## config.mk

```make
export PLATFORM = sky130hd
export DESIGN_NAME = ddc_edid_seg_slave_flat
export DESIGN_NICKNAME = d
export VERILOG_FILES = /design/src/rtl/ddc_edid_pkg.sv /design/src/rtl/ddc_edid_seg_slave_if.sv /design/src/rtl/i2c_in_filter.sv /design/src/rtl/ddc_edid_seg_slave.sv /design/src/flat_wrapper.sv
export SDC_FILE = /design/constraint.sdc
export NUM_CORES = 1
export LEC_CHECK = 0
export ABC_AREA = 1
export CAP_MARGIN = 5
export CELL_PAD_IN_SITES_DETAIL_PLACEMENT = 0
export CELL_PAD_IN_SITES_GLOBAL_PLACEMENT = 1
export CORE_MARGIN = 5
export CORE_UTILIZATION = 44
export CTS_CLUSTER_DIAMETER = 30
export CTS_CLUSTER_SIZE = 25
export DETAILED_ROUTE_END_ITERATION = 10
export PLACE_DENSITY_LB_ADDON = 0.25
export SLEW_MARGIN = 20
export SYNTH_ARGS = -nofsm -noshare
export SYNTH_HDL_FRONTEND = slang
export SYNTH_SLANG_ARGS = --single-unit
```

## constraint.sdc

```tcl
create_clock -name i_local_clk -period 2.1 [get_ports i_local_clk]
set_clock_uncertainty 0.05 [all_clocks]
set_input_delay 0.42 -clock i_local_clk [delete_from_list [all_inputs] [get_ports i_local_clk]]
set_output_delay 0.42 -clock i_local_clk [all_outputs]
set_load 0.01 [all_outputs]
```

## src/rtl/ddc_edid_pkg.sv

```systemverilog
// rtl/ddc_edid_pkg.sv - shared types, default addresses and HPD timing helper for the EDID sink
package ddc_edid_pkg;

   typedef enum logic [3:0] {
      IDLE,
      ADDR,
      ADDR_ACK,
      WOFS,
      WOFS_ACK,
      WSEG,
      WSEG_ACK,
      RD_BYTE,
      RD_ACK,
      WAIT_STOP
   } ddc_state_e;

   // Which transfer follows the address acknowledge.
   typedef enum logic [1:0] {
      TGT_WOFS,
      TGT_RD,
      TGT_WSEG
   } ddc_tgt_e;

   localparam logic [6:0] DDC_DEV_ADDR = 7'h50;
   localparam logic [6:0] DDC_SEG_ADDR = 7'h30;

   function automatic int unsigned hpd_cycles(input int unsigned clk_hz, input int unsigned low_ms);
      return clk_hz / 1000 * low_ms;
   endfunction

endpackage

```

## src/rtl/ddc_edid_seg_slave_if.sv

```systemverilog
// rtl/ddc_edid_seg_slave_if.sv - DDC pad signals and EDID memory port bundle
interface ddc_edid_seg_slave_if #(
   parameter int MODE_W = 4,
   parameter int SEG_W  = 1
);
   logic                      i_scl;
   logic                      i_sda;
   logic                      o_sda_oe;
   logic [MODE_W+SEG_W+7:0]   o_mem_addr;
   logic [7:0]                i_mem_data;

   modport slave  (input  i_scl, i_sda, i_mem_data, output o_sda_oe, o_mem_addr);
   modport master (output i_scl, i_sda, i_mem_data, input  o_sda_oe, o_mem_addr);
endinterface

```

## src/rtl/i2c_in_filter.sv

```systemverilog
// rtl/i2c_in_filter.sv - SCL/SDA synchroniser, glitch filter, edge and START/STOP detection
module i2c_in_filter #(
   parameter int FILT_LEN = 3
) (
   input  logic i_local_clk,
   input  logic i_rst_n,
   input  logic scl,
   input  logic sda,
   output logic sda_f,
   output logic scl_rise,
   output logic scl_fall,
   output logic start_det,
   output logic stop_det
);
   localparam int CW = $clog2(FILT_LEN + 1);

   // Bit 1 carries SCL, bit 0 carries SDA; both idle high on the bus.
   logic [1:0]          raw;
   logic [1:0]          s1;
   logic [1:0]          s2;
   logic [1:0]          filt;
   logic [1:0]          prev;
   logic [1:0][CW-1:0]  cnt;

   assign raw = {scl, sda};

   always_ff @(posedge i_local_clk or negedge i_rst_n) begin
      if (!i_rst_n) begin
         s1   <= 2'b11;
         s2   <= 2'b11;
         filt <= 2'b11;
         prev <= 2'b11;
         cnt  <= '0;
      end else begin
         s1   <= raw;
         s2   <= s1;
         prev <= filt;
         for (int i = 0; i < 2; i++) begin
            if (s2[i] == filt[i]) begin
               cnt[i] <= '0;
            end else if (cnt[i] == CW'(FILT_LEN - 1)) begin
               filt[i] <= s2[i];
               cnt[i]  <= '0;
            end else begin
               cnt[i] <= cnt[i] + 1'b1;
            end
         end
      end
   end

   assign sda_f     = filt[0];
   assign scl_rise  =  filt[1] & ~prev[1];
   assign scl_fall  = ~filt[1] &  prev[1];
   assign start_det =  prev[0] & ~filt[0] & filt[1];
   assign stop_det  = ~prev[0] &  filt[0] & filt[1];

endmodule

```

## src/rtl/ddc_edid_seg_slave.sv

```systemverilog
// rtl/ddc_edid_seg_slave.sv - E-DDC EDID slave serving segmented images per mode, with HPD pulsing on mode change
module ddc_edid_seg_slave
   import ddc_edid_pkg::*;
#(
   parameter int          MODE_W     = 4,
   parameter int          SEG_W      = 1,
   parameter int unsigned CLK_HZ     = 50_000_000,
   parameter int unsigned HPD_LOW_MS = 100,
   parameter int          FILT_LEN   = 3,
   parameter logic [6:0]  DEV_ADDR   = DDC_DEV_ADDR,
   parameter logic [6:0]  SEG_ADDR   = DDC_SEG_ADDR
) (
   input  logic                 i_local_clk,
   input  logic                 i_rst_n,
   input  logic [MODE_W-1:0]    i_mode,
   ddc_edid_seg_slave_if.slave  bus,
   output logic                 o_hpd,
   output logic                 o_busy
);
   localparam int unsigned HPD_CYC  = hpd_cycles(CLK_HZ, HPD_LOW_MS);
   localparam int          HC_W     = $clog2(HPD_CYC + 1) + 1;
   localparam logic [8:0]  SEG_LIM  = 9'(1 << SEG_W);

   logic sda_f, scl_rise, scl_fall, start_det, stop_det;

   i2c_in_filter #(.FILT_LEN(FILT_LEN)) u_filt (
      .i_local_clk (i_local_clk),
      .i_rst_n     (i_rst_n),
      .scl         (bus.i_scl),
      .sda         (bus.i_sda),
      .sda_f       (sda_f),
      .scl_rise    (scl_rise),
      .scl_fall    (scl_fall),
      .start_det   (start_det),
      .stop_det    (stop_det)
   );

   ddc_state_e          state, state_n;
   ddc_tgt_e            tgt, tgt_n;
   logic [7:0]          sh, sh_n;
   logic [3:0]          bit_cnt, bit_cnt_n;
   logic                mack, mack_n;
   logic                sda_oe, sda_oe_n;
   logic [7:0]          offset, offset_n;
   logic [SEG_W-1:0]    seg_q, seg_n;
   logic                busy_n;
   logic [MODE_W-1:0]   mode_q, mode_s1, mode_s2;
   logic [HC_W-1:0]     hpd_cnt;

   assign bus.o_mem_addr = {mode_q, seg_q, offset};
   assign bus.o_sda_oe   = sda_oe;

   always_ff @(posedge i_local_clk or negedge i_rst_n) begin
      if (!i_rst_n) begin
         state   <= IDLE;
         tgt     <= TGT_WOFS;
         sh      <= '0;
         bit_cnt <= '0;
         mack    <= 1'b0;
         sda_oe  <= 1'b0;
         offset  <= '0;
         seg_q   <= '0;
         o_busy  <= 1'b0;
      end else begin
         state   <= state_n;
         tgt     <= tgt_n;
         sh      <= sh_n;
         bit_cnt <= bit_cnt_n;
         mack    <= mack_n;
         sda_oe  <= sda_oe_n;
         offset  <= offset_n;
         seg_q   <= seg_n;
         o_busy  <= busy_n;
      end
   end

   always_comb begin
      state_n   = state;
      tgt_n     = tgt;
      sh_n      = sh;
      bit_cnt_n = bit_cnt;
      mack_n    = mack;
      sda_oe_n  = sda_oe;
      offset_n  = offset;
      seg_n     = seg_q;
      busy_n    = o_busy;

      if (stop_det) begin
         state_n  = IDLE;
         seg_n    = '0;
         busy_n   = 1'b0;
         sda_oe_n = 1'b0;
      end else if (start_det) begin
         // Repeated START keeps seg_q so the E-DDC segment write applies to the next read.
         state_n   = ADDR;
         bit_cnt_n = '0;
         sda_oe_n  = 1'b0;
      end else begin
         unique case (state)
            ADDR: begin
               if (scl_rise && bit_cnt < 4'd8) begin
                  sh_n      = {sh[6:0], sda_f};
                  bit_cnt_n = bit_cnt + 4'd1;
               end else if (scl_fall && bit_cnt == 4'd8) begin
                  bit_cnt_n = '0;
                  state_n   = ADDR_ACK;
                  sda_oe_n  = 1'b1;
                  busy_n    = 1'b1;
                  if (sh == {DEV_ADDR, 1'b0}) begin
                     tgt_n = TGT_WOFS;
                  end else if (sh == {DEV_ADDR, 1'b1}) begin
                     tgt_n = TGT_RD;
                  end else if (sh == {SEG_ADDR, 1'b0}) begin
                     tgt_n = TGT_WSEG;
                  end else begin
                     state_n  = WAIT_STOP;
                     sda_oe_n = 1'b0;
                     busy_n   = o_busy;
                  end
               end
            end
            ADDR_ACK: begin
               if (scl_fall) begin
                  bit_cnt_n = '0;
                  if (tgt == TGT_RD) begin
                     sh_n     = bus.i_mem_data;
                     sda_oe_n = ~bus.i_mem_data[7];
                     offset_n = offset + 8'd1;
                     state_n  = RD_BYTE;
                  end else begin
                     sda_oe_n = 1'b0;
                     state_n  = (tgt == TGT_WSEG) ? WSEG : WOFS;
                  end
               end
            end
            WOFS, WSEG: begin
               if (scl_rise && bit_cnt < 4'd8) begin
                  sh_n      = {sh[6:0], sda_f};
                  bit_cnt_n = bit_cnt + 4'd1;
               end else if (scl_fall && bit_cnt == 4'd8) begin
                  bit_cnt_n = '0;
                  if (state == WOFS) begin
                     offset_n = sh;
                     sda_oe_n = 1'b1;
                     state_n  = WOFS_ACK;
                  end else if ({1'b0, sh} < SEG_LIM) begin
                     seg_n    = sh[SEG_W-1:0];
                     sda_oe_n = 1'b1;
                     state_n  = WSEG_ACK;
                  end else begin
                     state_n  = WAIT_STOP;
                  end
               end
            end
            WOFS_ACK, WSEG_ACK: begin
               // Later write bytes land in WAIT_STOP and go unacknowledged: the image is read-only.
               if (scl_fall) begin
                  sda_oe_n = 1'b0;
                  state_n  = WAIT_STOP;
               end
            end
            RD_BYTE: begin
               if (scl_rise && bit_cnt < 4'd8) begin
                  bit_cnt_n = bit_cnt + 4'd1;
               end else if (scl_fall && bit_cnt == 4'd8) begin
                  bit_cnt_n = '0;
                  sda_oe_n  = 1'b0;
                  mack_n    = 1'b0;
                  state_n   = RD_ACK;
               end else if (scl_fall && bit_cnt != 4'd0) begin
                  sh_n     = {sh[6:0], 1'b0};
                  sda_oe_n = ~sh[6];
               end
            end
            RD_ACK: begin
               if (scl_rise) begin
                  mack_n = ~sda_f;
               end else if (scl_fall) begin
                  if (mack) begin
                     sh_n     = bus.i_mem_data;
                     sda_oe_n = ~bus.i_mem_data[7];
                     offset_n = offset + 8'd1;
                     state_n  = RD_BYTE;
                  end else begin
                     sda_oe_n = 1'b0;
                     state_n  = WAIT_STOP;
                  end
               end
            end
            IDLE, WAIT_STOP: begin
               sda_oe_n = 1'b0;
            end
            default: begin
               state_n  = IDLE;
               sda_oe_n = 1'b0;
            end
         endcase
      end
   end

   // Mode changes wait for the bus to go idle so an image is never swapped under a read.
   always_ff @(posedge i_local_clk or negedge i_rst_n) begin
      if (!i_rst_n) begin
         mode_s1 <= '0;
         mode_s2 <= '0;
         mode_q  <= '0;
         o_hpd   <= 1'b0;
         hpd_cnt <= '0;
      end else begin
         mode_s1 <= i_mode;
         mode_s2 <= mode_s1;
         if (mode_s2 != mode_q && !o_busy) begin
            mode_q  <= mode_s2;
            o_hpd   <= 1'b0;
            hpd_cnt <= '0;
         end else if (hpd_cnt == HC_W'(HPD_CYC - 1)) begin
            o_hpd   <= 1'b1;
         end else begin
            hpd_cnt <= hpd_cnt + 1'b1;
         end
      end
   end

endmodule

```

## src/flat_wrapper.sv

```systemverilog
// flat-port wrapper written by rule: the top's interface ports become plain ports
module ddc_edid_seg_slave_flat import ddc_edid_pkg::*;
#(
   parameter int          MODE_W     = 4,
   parameter int          SEG_W      = 1,
   parameter int unsigned CLK_HZ     = 50_000_000,
   parameter int unsigned HPD_LOW_MS = 100,
   parameter int          FILT_LEN   = 3,
   parameter logic [6:0]  DEV_ADDR   = DDC_DEV_ADDR,
   parameter logic [6:0]  SEG_ADDR   = DDC_SEG_ADDR
)
  (i_local_clk, i_rst_n, i_mode, o_hpd, o_busy, bus_i_scl, bus_i_sda, bus_i_mem_data, bus_o_sda_oe, bus_o_mem_addr);
  ddc_edid_seg_slave_if #(.MODE_W(MODE_W), .SEG_W(SEG_W)) bus_i ();
  input  logic i_local_clk;
  input  logic i_rst_n;
  input  logic [MODE_W-1:0] i_mode;
  output logic o_hpd;
  output logic o_busy;
  input wire logic [$bits(bus_i.i_scl)-1:0] bus_i_scl;
  input wire logic [$bits(bus_i.i_sda)-1:0] bus_i_sda;
  input wire logic [$bits(bus_i.i_mem_data)-1:0] bus_i_mem_data;
  output wire logic [$bits(bus_i.o_sda_oe)-1:0] bus_o_sda_oe;
  output wire logic [$bits(bus_i.o_mem_addr)-1:0] bus_o_mem_addr;
  assign bus_i.i_scl = bus_i_scl;
  assign bus_i.i_sda = bus_i_sda;
  assign bus_i.i_mem_data = bus_i_mem_data;
  assign bus_o_sda_oe = bus_i.o_sda_oe;
  assign bus_o_mem_addr = bus_i.o_mem_addr;
  ddc_edid_seg_slave #(.MODE_W(MODE_W), .SEG_W(SEG_W), .CLK_HZ(CLK_HZ), .HPD_LOW_MS(HPD_LOW_MS), .FILT_LEN(FILT_LEN), .DEV_ADDR(DEV_ADDR), .SEG_ADDR(SEG_ADDR)) u_core (.i_local_clk(i_local_clk), .i_rst_n(i_rst_n), .i_mode(i_mode), .bus(bus_i), .o_hpd(o_hpd), .o_busy(o_busy));
endmodule
```

# After elaboration in Yosys (flattened, before gate mapping)
# Index checks and enable logic that the tools add are counted.
# Widths: inputs -> output; s select.
[word_totals]
out_inout_bits = 16
word_cells = 229
in_bits = 16
ff_bits = 79
[classes]
reduce_logical = 34
n_eq_ne = 54
bitwise = 17
muxes = 96
order_cmp = 2
add_sub_neg = 5
[op_table]
columns = ["op", "n"]
rows = [
  ["$mux 8", 17],
  ["$mux 4", 23],
  ["$mux 24", 2],
  ["$mux 1", 40],
  ["$reduce_and 11->1", 3],
  ["$pmux 8 s4", 1],
  ["$ne 4x1->1 const B", 7],
  ["$pmux 4 s7", 1],
  ["$ne 2x1->1 const B", 13],
  ["$add 24x1->24 const B", 1],
  ["$eq 24x23->1 const B", 1],
  ["$pmux 8 s3", 1],
  ["$reduce_and 6->1", 3],
  ["$eq 4x3->1 const B", 4],
  ["$eq 8x8->1 const B", 2],
  ["$mux 2", 7],
  ["$eq 4x4->1 const B", 3],
  ["$ne 4x2->1 const B", 3],
  ["$reduce_and 12->1", 1],
  ["$reduce_bool 2->1", 6],
  ["$reduce_bool 4->1", 3],
  ["$not 1->1", 11],
  ["$ne 2x2->1 const B", 5],
  ["$ne 5x1->1 const B", 2],
  ["other kinds (29)", 48],
]

# Depth between registers and ports, before layout
# Gate-level depths: netlist of the first run.
[logic_depth]
depth_word = 9
ltp_mapped = 12

# By module
# A second synthesis of the first run with hierarchy kept.
[unflattened]
hier_cells = 593
hier_area_um2 = 4385.5
[by_module_without_submodules]
columns = ["module", "seq_area_each_um2", "area_each_um2", "cells_per_inst", "instances"]
rows = [
  ["ddc_edid_seg_slave", 1676.6, 3928.8, 543, 1],
  ["i2c_in_filter", 310.3, 456.7, 50, 1],
]

# Worst setup path after synthesis of the first run
# Ideal clock, no wire load.
[synth_timing]
path_type = "flip-flop to flip-flop"
startpoint = "register u_core.bit_cnt[0]"
endpoint = "register u_core.offset[6]"
arrival_time_ps = 1561
setup_ps = 124
stages_incl_launch_ff = 13
required_ps = 1926
slack_ps = 366
path_cell_list = "dfrtp_1 -> inv_1 -> ha_1 -> inv_1 -> nor2_1 -> nand3_2 -> nand2_2 -> nand3_2 -> nor2_4 -> nand2_4 -> buf_6 -> nand2_1 -> o21ai_1"
[synth_via]
elab_chain_cells = 4
word_cells_on_any_way = 7
[synth_rtl]
columns = ["item", "line_no", "source"]
rows = [
  ["from (decl)", "ddc_edid_seg_slave.sv:41", "logic [3:0] bit_cnt, bit_cnt_n;"],
  ["from (signal assigned)", "ddc_edid_seg_slave.sv:68", "bit_cnt <= bit_cnt_n;"],
  ["$lt 4x4->1 / $eq 4x4->1 (equally long branches)", "ddc_edid_seg_slave.sv:137, ddc_edid_seg_slave.sv:140", ""],
  ["$logic_and 1x1->1, on equally long branches", "ddc_edid_seg_slave.sv:137, ddc_edid_seg_slave.sv:140", ""],
  ["$ne 2x2->1 (no source line) / $ne 2x1->1 (equally long branches)", "n/a", ""],
  ["$reduce_and 11->1 (no source line) *", "n/a", ""],
  ["to (signal assigned)", "ddc_edid_seg_slave.sv:71", "offset <= offset_n;"],
  ["to (decl)", "ddc_edid_seg_slave.sv:44", "logic [7:0] offset, offset_n;"],
]
# Every way passes the cells marked *; elsewhere a longest branch is shown, timed or not.
# A chain may end at the register's enable or synchronous reset.

# Worst setup path after layout of the first run
[layout_timing]
startpoint = "register u_core.offset[2]"
endpoint = "output bus_o_mem_addr[2]"
[layout_rtl]
columns = ["item", "line_no", "source"]
rows = [
  ["to (decl)", "flat_wrapper.sv:23", "output wire logic [$bits(bus_i.o_mem_addr)-1:0] bus_o_mem_addr;"],
]
# No word-level cell between the ends.

==> results of run 1 <==
[power by group through the flow]
stage / Sequential (mW) / Clock, mW / Combinational [mW]
3_3_place_gp: 1.97 / 0 / 1.60
5_1_grt: 1.98 / 1.17 / 1.88
2_1_floorplan: 1.93 / 0 / 1.19
3_5_place_dp: 1.98 / 0 / 1.62
4_1_cts: 1.95 / 1.11 / 1.63
6_report: 1.95 / 1.05 / 1.64
[cell families after synthesis]
kind of cell,share of synthesized area [%]
simple gates,32.9
flops,45.7
compound gates,10.1
buf+inv,6.68
xor+xnor,2.82
fa+ha+maj,1.73
[cells in the final DEF (no fill, tap or decap), types with 8 or more instances in the layout]
master / instances
xor2_1: 8
a21oi_1: 20
nor2_1: 58
inv_1: 60
clkbuf_8: 9
nand3_1: 47
nand2_1: 157
clkdlybuf4s50_1: 30
dfrtp_1: 71
nor3_1: 13
o21ai_0: 34
nor2_2: 8
dfstp_2: 8
nand4_1: 10
[sequential cells by signal, summed over array words and instances (netlist names), 4 cells and up]
register and flops:
u_core.state 4, u_core.hpd_cnt 24, u_core.mode_s2 4, u_core.mode_q 4, u_core.bit_cnt 4, u_core.offset 8, u_core.u_filt.cnt 4, u_core.mode_s1 4
u_core.sh 8
[how the worst max path moves through the flow]
stage	startpoint	to	slack (ps)	depth (start not counted)
after floorplan	u_core.bit_cnt[0]	u_core.offset[6]	370	12
after global routing	u_core.bit_cnt[0]	u_core.offset[7]	80	11
after CTS	u_core.bit_cnt[0]	u_core.state[2]	180	10
final	u_core.offset[2]	bus_o_mem_addr[2]	240	1
after global placement	u_core.bit_cnt[0]	u_core.state[0]	270	11
after detailed placement	u_core.bit_cnt[0]	u_core.state[0]	190	11
[layer usage]
layer | wire (um) | share of wire, % | GRT usage, %
met3 | 393 | 4.0 | 2.47
met2 | 4460 | 46 | 27.4
met5 | 0 | 0 | 0
met1 | 4760 | 49 | 25.1
met4 | 98 | 1.0 | 6.68
[area by class of cell]
class	instances	share of cell area (%)
repair buffers	37	7.55
well taps	133	3.30
flip-flops and latches	79	39.4
multi-input cells	414	41.2
inverters	67	4.99
clock buffers	9	2.46
clock inverters	7	1.12
[metrics by stage]
stage          utilization (%)  worst slack [ps]  power, mW  instance area [um2]  cells
6_report                  52.1               239       4.63                 5040    746
2_1_floorplan                -               366       3.12                 4340    566
5_1_grt                   52.1              75.6       5.03                 5040    746
4_1_cts                   52.0               176       4.69                 5030    746
3_3_place_gp              50.0               266       3.57                 4840    729
3_5_place_dp              50.0               193       3.60                 4840    729
[what timing repair did]
| action | in CTS | in global routing |
|---|---|---|
| hold buffers | 1 | 0 |
| endpoints found under the setup margin | 0 | 5 |
| resized for setup | 0 | 3 |
| hold endpoints to repair | 29 | 0 |
==> flow_summary.yaml, run 1 <==
floorplan:
  dieWidth_um: 109
  start_util_pct: 44.9
  io_pins: 32
  die_h_um: 109
  coreArea_um2: 9680
  die_area_um2: 12000
  rows: 36
sta:
  setup_viol: 0
  worstMarginPinSlew_ps: 421
  rsz0062_at_grt: "false"
  drv_slew: 0
  finalCritPeriodShare_pct: 88.6
  hold_viol_final: 0
  whs_ps: 305
  fin_crit_ps: 1860
  max_slew_margin_pct: 71.9
  clock.fmax_mhz: 537
  fin_tns_setup_ps: 0
clocking:
  cts_buffers: 9
  cts-root-buf: "clkbuf_8"
  post_cts_buffers: 0
  insertion_delay_ps: 350
  clk_pin_slew_ps: 90
  clock-sinks: 79
  cts_tree: "built"
  h-tree-depth: 3
  clock_path_buffers: 2
worst_setup_path:
  cp_top_family: "buffers and inverters"
  end_kind: "primary output"
  timing.rr.start: "u_core.bit_cnt[0]"
  critPathMaxFanout: 7
  path_cells: "clkdlybuf4s50_1"
  r2r_slack_ps: 260
  path_class: "reg -> out"
  critPathLaunchType: "register"
  crit_arrival_ps: 1390
  ff2ff_path_depth: 11
  required_ps: 1630
  crit_slowest_cell: "clkdlybuf4s50_1"
  slowest_delay_ps: 580
  worst_r2r_endpoint: "u_core.state[0]"
  critPathBufInv: 1
global_route:
  grt.overflow.total: 0
  grt_use_total_pct: 17.7
  grt_max_degree: 51
  grt_pass1_vias: 3667
  antenna_found_initial: 0
  grt_pass1_wl_um: 16800
pwr:
  clkPwrFrac_pct: 22.6
  seq_power_share_pct: 42.1
  p_leak_nw: 2.38
  ir_worst_vdd_mv: 0.562
  p_int_mw: 2.75
  sw_frac_of_total_pct: 40.8
  power_density_nw_per_um2: 919
  p_sw_mw: 1.89
  pwr-share-comb_pct: 35.3
synth:
  netlist_instances: 566
  ys_top_cells_by_area: "dfrtp_1 (41%), nand2_1 (14%), nand3_1 (5.4%)"
  synth_edf_count: 0
  syn_avg_cell_area_um2: 7.68
  synth_largest_area_cell: "dfrtp_1"
  async_flop_share_pct: 100
  synth_area_um2: 4340
  yosysMostFrequentCell: "nand2_1"
  synth_seq_area_share_pct: 45.7
  ys_warn_count: 0
  synthTopCellsByCount: "nand2_1 (157), dfrtp_1 (71), inv_1 (60), nor2_1 (60), nand3_1 (47)"
  syn-num-nets: 588
  synthFlopType: "dfrtp_1"
  ys_ff_latch: 79
  yosysTopAreaCellShare_pct: 40.9
  ys_types: 38
worst_hold_path:
  hp-class: "reg -> reg"
  holdCritStartpoint: "u_core.mode_s1[2]"
  hold_end: "u_core.mode_s2[2]"
  min_path_cells: 0
drt:
  drt-pass1-iter-count: 6
  routedWlPerCell_um: 13.0
  drtAntennaViolNets: 0
  vias_per_cell: 4.98
  drc: 0
  vias: 3716
  dr.first_iter.drc_count: 301
  drt_wl_total_um: 9710
placement:
  io_buffer_count: 31
  place_hpwl_um: 7170
  gp_congestion: 0.915
cells_and_area:
  drive_gt1_share_pct: 11.6
  num_antenna_cells: 0
  fill_cells: 962
  multiInputGateArea_um2: 2080
  fin_nets: 630
  regArea_um2: 1990
  syn_to_final_growth_pct: 16.0
job:
  drv_cap: 0
run_status:
  status: "completed"
(Power assumes the default switching activity.)
==> run 2: changes to the inputs <==
ABC_AREA = not set   (was 1)
CORE_MARGIN = 4   (was 5)
CORE_UTILIZATION = 46   (was 44)
==> flow_summary.yaml, run 2 <==
clocking:
  cts_buffers: 9
  cts_tree: "built"
  clock-sinks: 79
  cts-root-buf: "clkbuf_8"
  clock_path_buffers: 2
  insertion_delay_ps: 360
  clk_pin_slew_ps: 90
  h-tree-depth: 3
sta:
  hold_viol_final: 0
  setup_viol: 0
  fin_tns_setup_ps: 0
  drv_slew: 0
  worstMarginPinSlew_ps: 466
  fin_crit_ps: 2070
  finalWorstSetupSlack_ps: 32.0
  finalCritPeriodShare_pct: 98.5
  max_slew_margin_pct: 68.9
  clock.fmax_mhz: 484
floorplan:
  die_h_um: 103
  dieWidth_um: 103
  start_util_pct: 47.5
  io_pins: 32
  rows: 34
  coreArea_um2: 8760
  die_area_um2: 10600
pwr:
  p_leak_nw: 2.05
  ir_worst_vdd_mv: 0.446
  power_density_nw_per_um2: 1140
cells_and_area:
  syn_to_final_growth_pct: 22.4
  fin_nets: 511
  num_antenna_cells: 0
  layout_commonest_cell: "dfrtp_1"
  layout.cells.non_filler: 602
  largest_register_ffs: 24
  drive_gt1_share_pct: 17.2
  reg_top3: "u_core.hpd_cnt (24), u_core.offset (8), u_core.sh (8)"
  fin_util_pct: 58.2
  final_cell_mix: "dfrtp_1 (71), nand2_1 (43), nor2_1 (34)"
  regMostFlops: "u_core.hpd_cnt"
synth:
  synth_edf_count: 0
  ys_warn_count: 0
  syn_avg_cell_area_um2: 9.62
  synth_seq_area_share_pct: 47.7
  async_flop_share_pct: 100
  yosysTopAreaCellShare_pct: 42.6
  ys_ff_latch: 79
  synth_largest_area_cell: "dfrtp_1"
  netlist_instances: 433
  yosysMostFrequentCell: "dfrtp_1"
  ys_top_cells_by_area: "dfrtp_1 (43%), dfstp_2 (5.0%), nand2_1 (4.0%)"
  syn-num-nets: 455
  synthTopCellsByCount: "dfrtp_1 (71), nand2_1 (44), nor2_1 (36)"
  synthFlopType: "dfrtp_1"
  synth_area_um2: 4170
  ys_types: 57
placement:
  dp_slack_ps: 16.6
  place_hpwl_um: 6770
  dp.cells: 580
  gp_congestion: 0.881
  io_buffer_count: 31
global_route:
  grt.overflow.total: 0
  grt_pass1_vias: 3450
  antenna_found_initial: 0
  grt_max_degree: 35
  grt_pass1_wl_um: 16600
  grt_use_total_pct: 19.9
worst_hold_path:
  min_path_cells: 0
  hp-class: "reg -> reg"
drt:
  dr.first_iter.drc_count: 119
  drtAntennaViolNets: 0
  drc: 0
  routedWlPerCell_um: 16.4
  drt_wl_total_um: 9890
  drt-pass1-iter-count: 4
  vias_per_cell: 5.87
  vias: 3533
worst_setup_path:
  r2r_slack_ps: 30
  path_class: "reg -> reg"
  end_kind: "register"
  required_ps: 2300
  critPathMaxFanout: 4
  ff2ff_path_depth: 7
  critPathLaunchType: "register"
  crit_arrival_ps: 2270
run_status:
  status: "completed"
job:
  drv_cap: 0
run 2: changes by cell type in the layout (fill, tap and decap cells not counted), moves of 14 or more:
cell     delta
nand2_1   -114
inv_1      -48
buf_4      +29
nand3_1    -28
nor2_1     -24
o21ai_0    -15
a41oi_1    +14
run 2: power by group:
group	leakage (nW)	internal (mW)	switching [mW]
clock network	0.119	0.699	0.641
logic	0.926	1.10	1.27
registers	1.01	1.81	0.277
run 2: logic make-up after synthesis:
| kind of cell | count (synthesis) | synth area share (%) |
|---|---|---|
| and+or+nand+nor | 177 | 22.2 |
| AOI/OAI and AO/OA | 97 | 16.0 |
| DFF | 79 | 47.7 |
| buffers and inverters | 37 | 4.05 |
| xor gates and xnor gates | 27 | 5.68 |
| muxes | 10 | 2.58 |
| adders and majority gates | 6 | 1.80 |
run 2: per-stage QoR:
stage               hold WS [ps]  power (mW)  cell area, um2
floorplan                   74.4        3.49            4170
global placement             283        4.30            4770
detailed placement           285        4.35            4770
CTS                          311        5.71            5020
finish                       309        5.80            5100
global route                 317        6.18            5100
run 2: worst paths after layout:
kind	to	startpoint
worst max-delay path	u_core.state[1]	u_core.bit_cnt[0]
worst min-delay path	u_core.u_filt.s2[1]	u_core.u_filt.s1[1]
worst max register to register	u_core.state[1]	u_core.bit_cnt[0]
worst min register to register	u_core.u_filt.s2[1]	u_core.u_filt.s1[1]
max in group asynchronous	u_core.u_filt.s1[0]	i_rst_n
min in group asynchronous	u_core.offset[3]	i_rst_n
run 2: routing by layer:
layer  vias up  wire length (um)  global-route usage [%]
met1      1727              4550                    28.0
met4         0               187                    7.07
li1       1694                 -                       -
met3        16               473                    4.23
met2        96              4680                    30.5
met5         -                 0                       0
run 2: cell type report:
type                    instances  area (um2)
clock inverters                 7         109
fillers                       770        3660
well taps                     108         135
repair buffers                 68         629
flip-flops and latches         79        1990
multi-input cells             317        2060
clock buffers                   9         124
inverters                      14        52.6
run 2: critical path, cell delays in order, from the launching register on:
cell      delay [ps]
dfrtp_1          430
inv_2            100
ha_4             130
and4bb_2         260
nand2_2           80
a221o_1          330
o31a_1           350
a22o_1           220
run 2: repair_timing:
item,in CTS,in global routing
buffers inserted,1,4
endpoints found under the setup margin,2,17
pin swaps,0,5
endpoints found under the hold margin,25,0
resized for setup,0,12
hold buffers,1,0
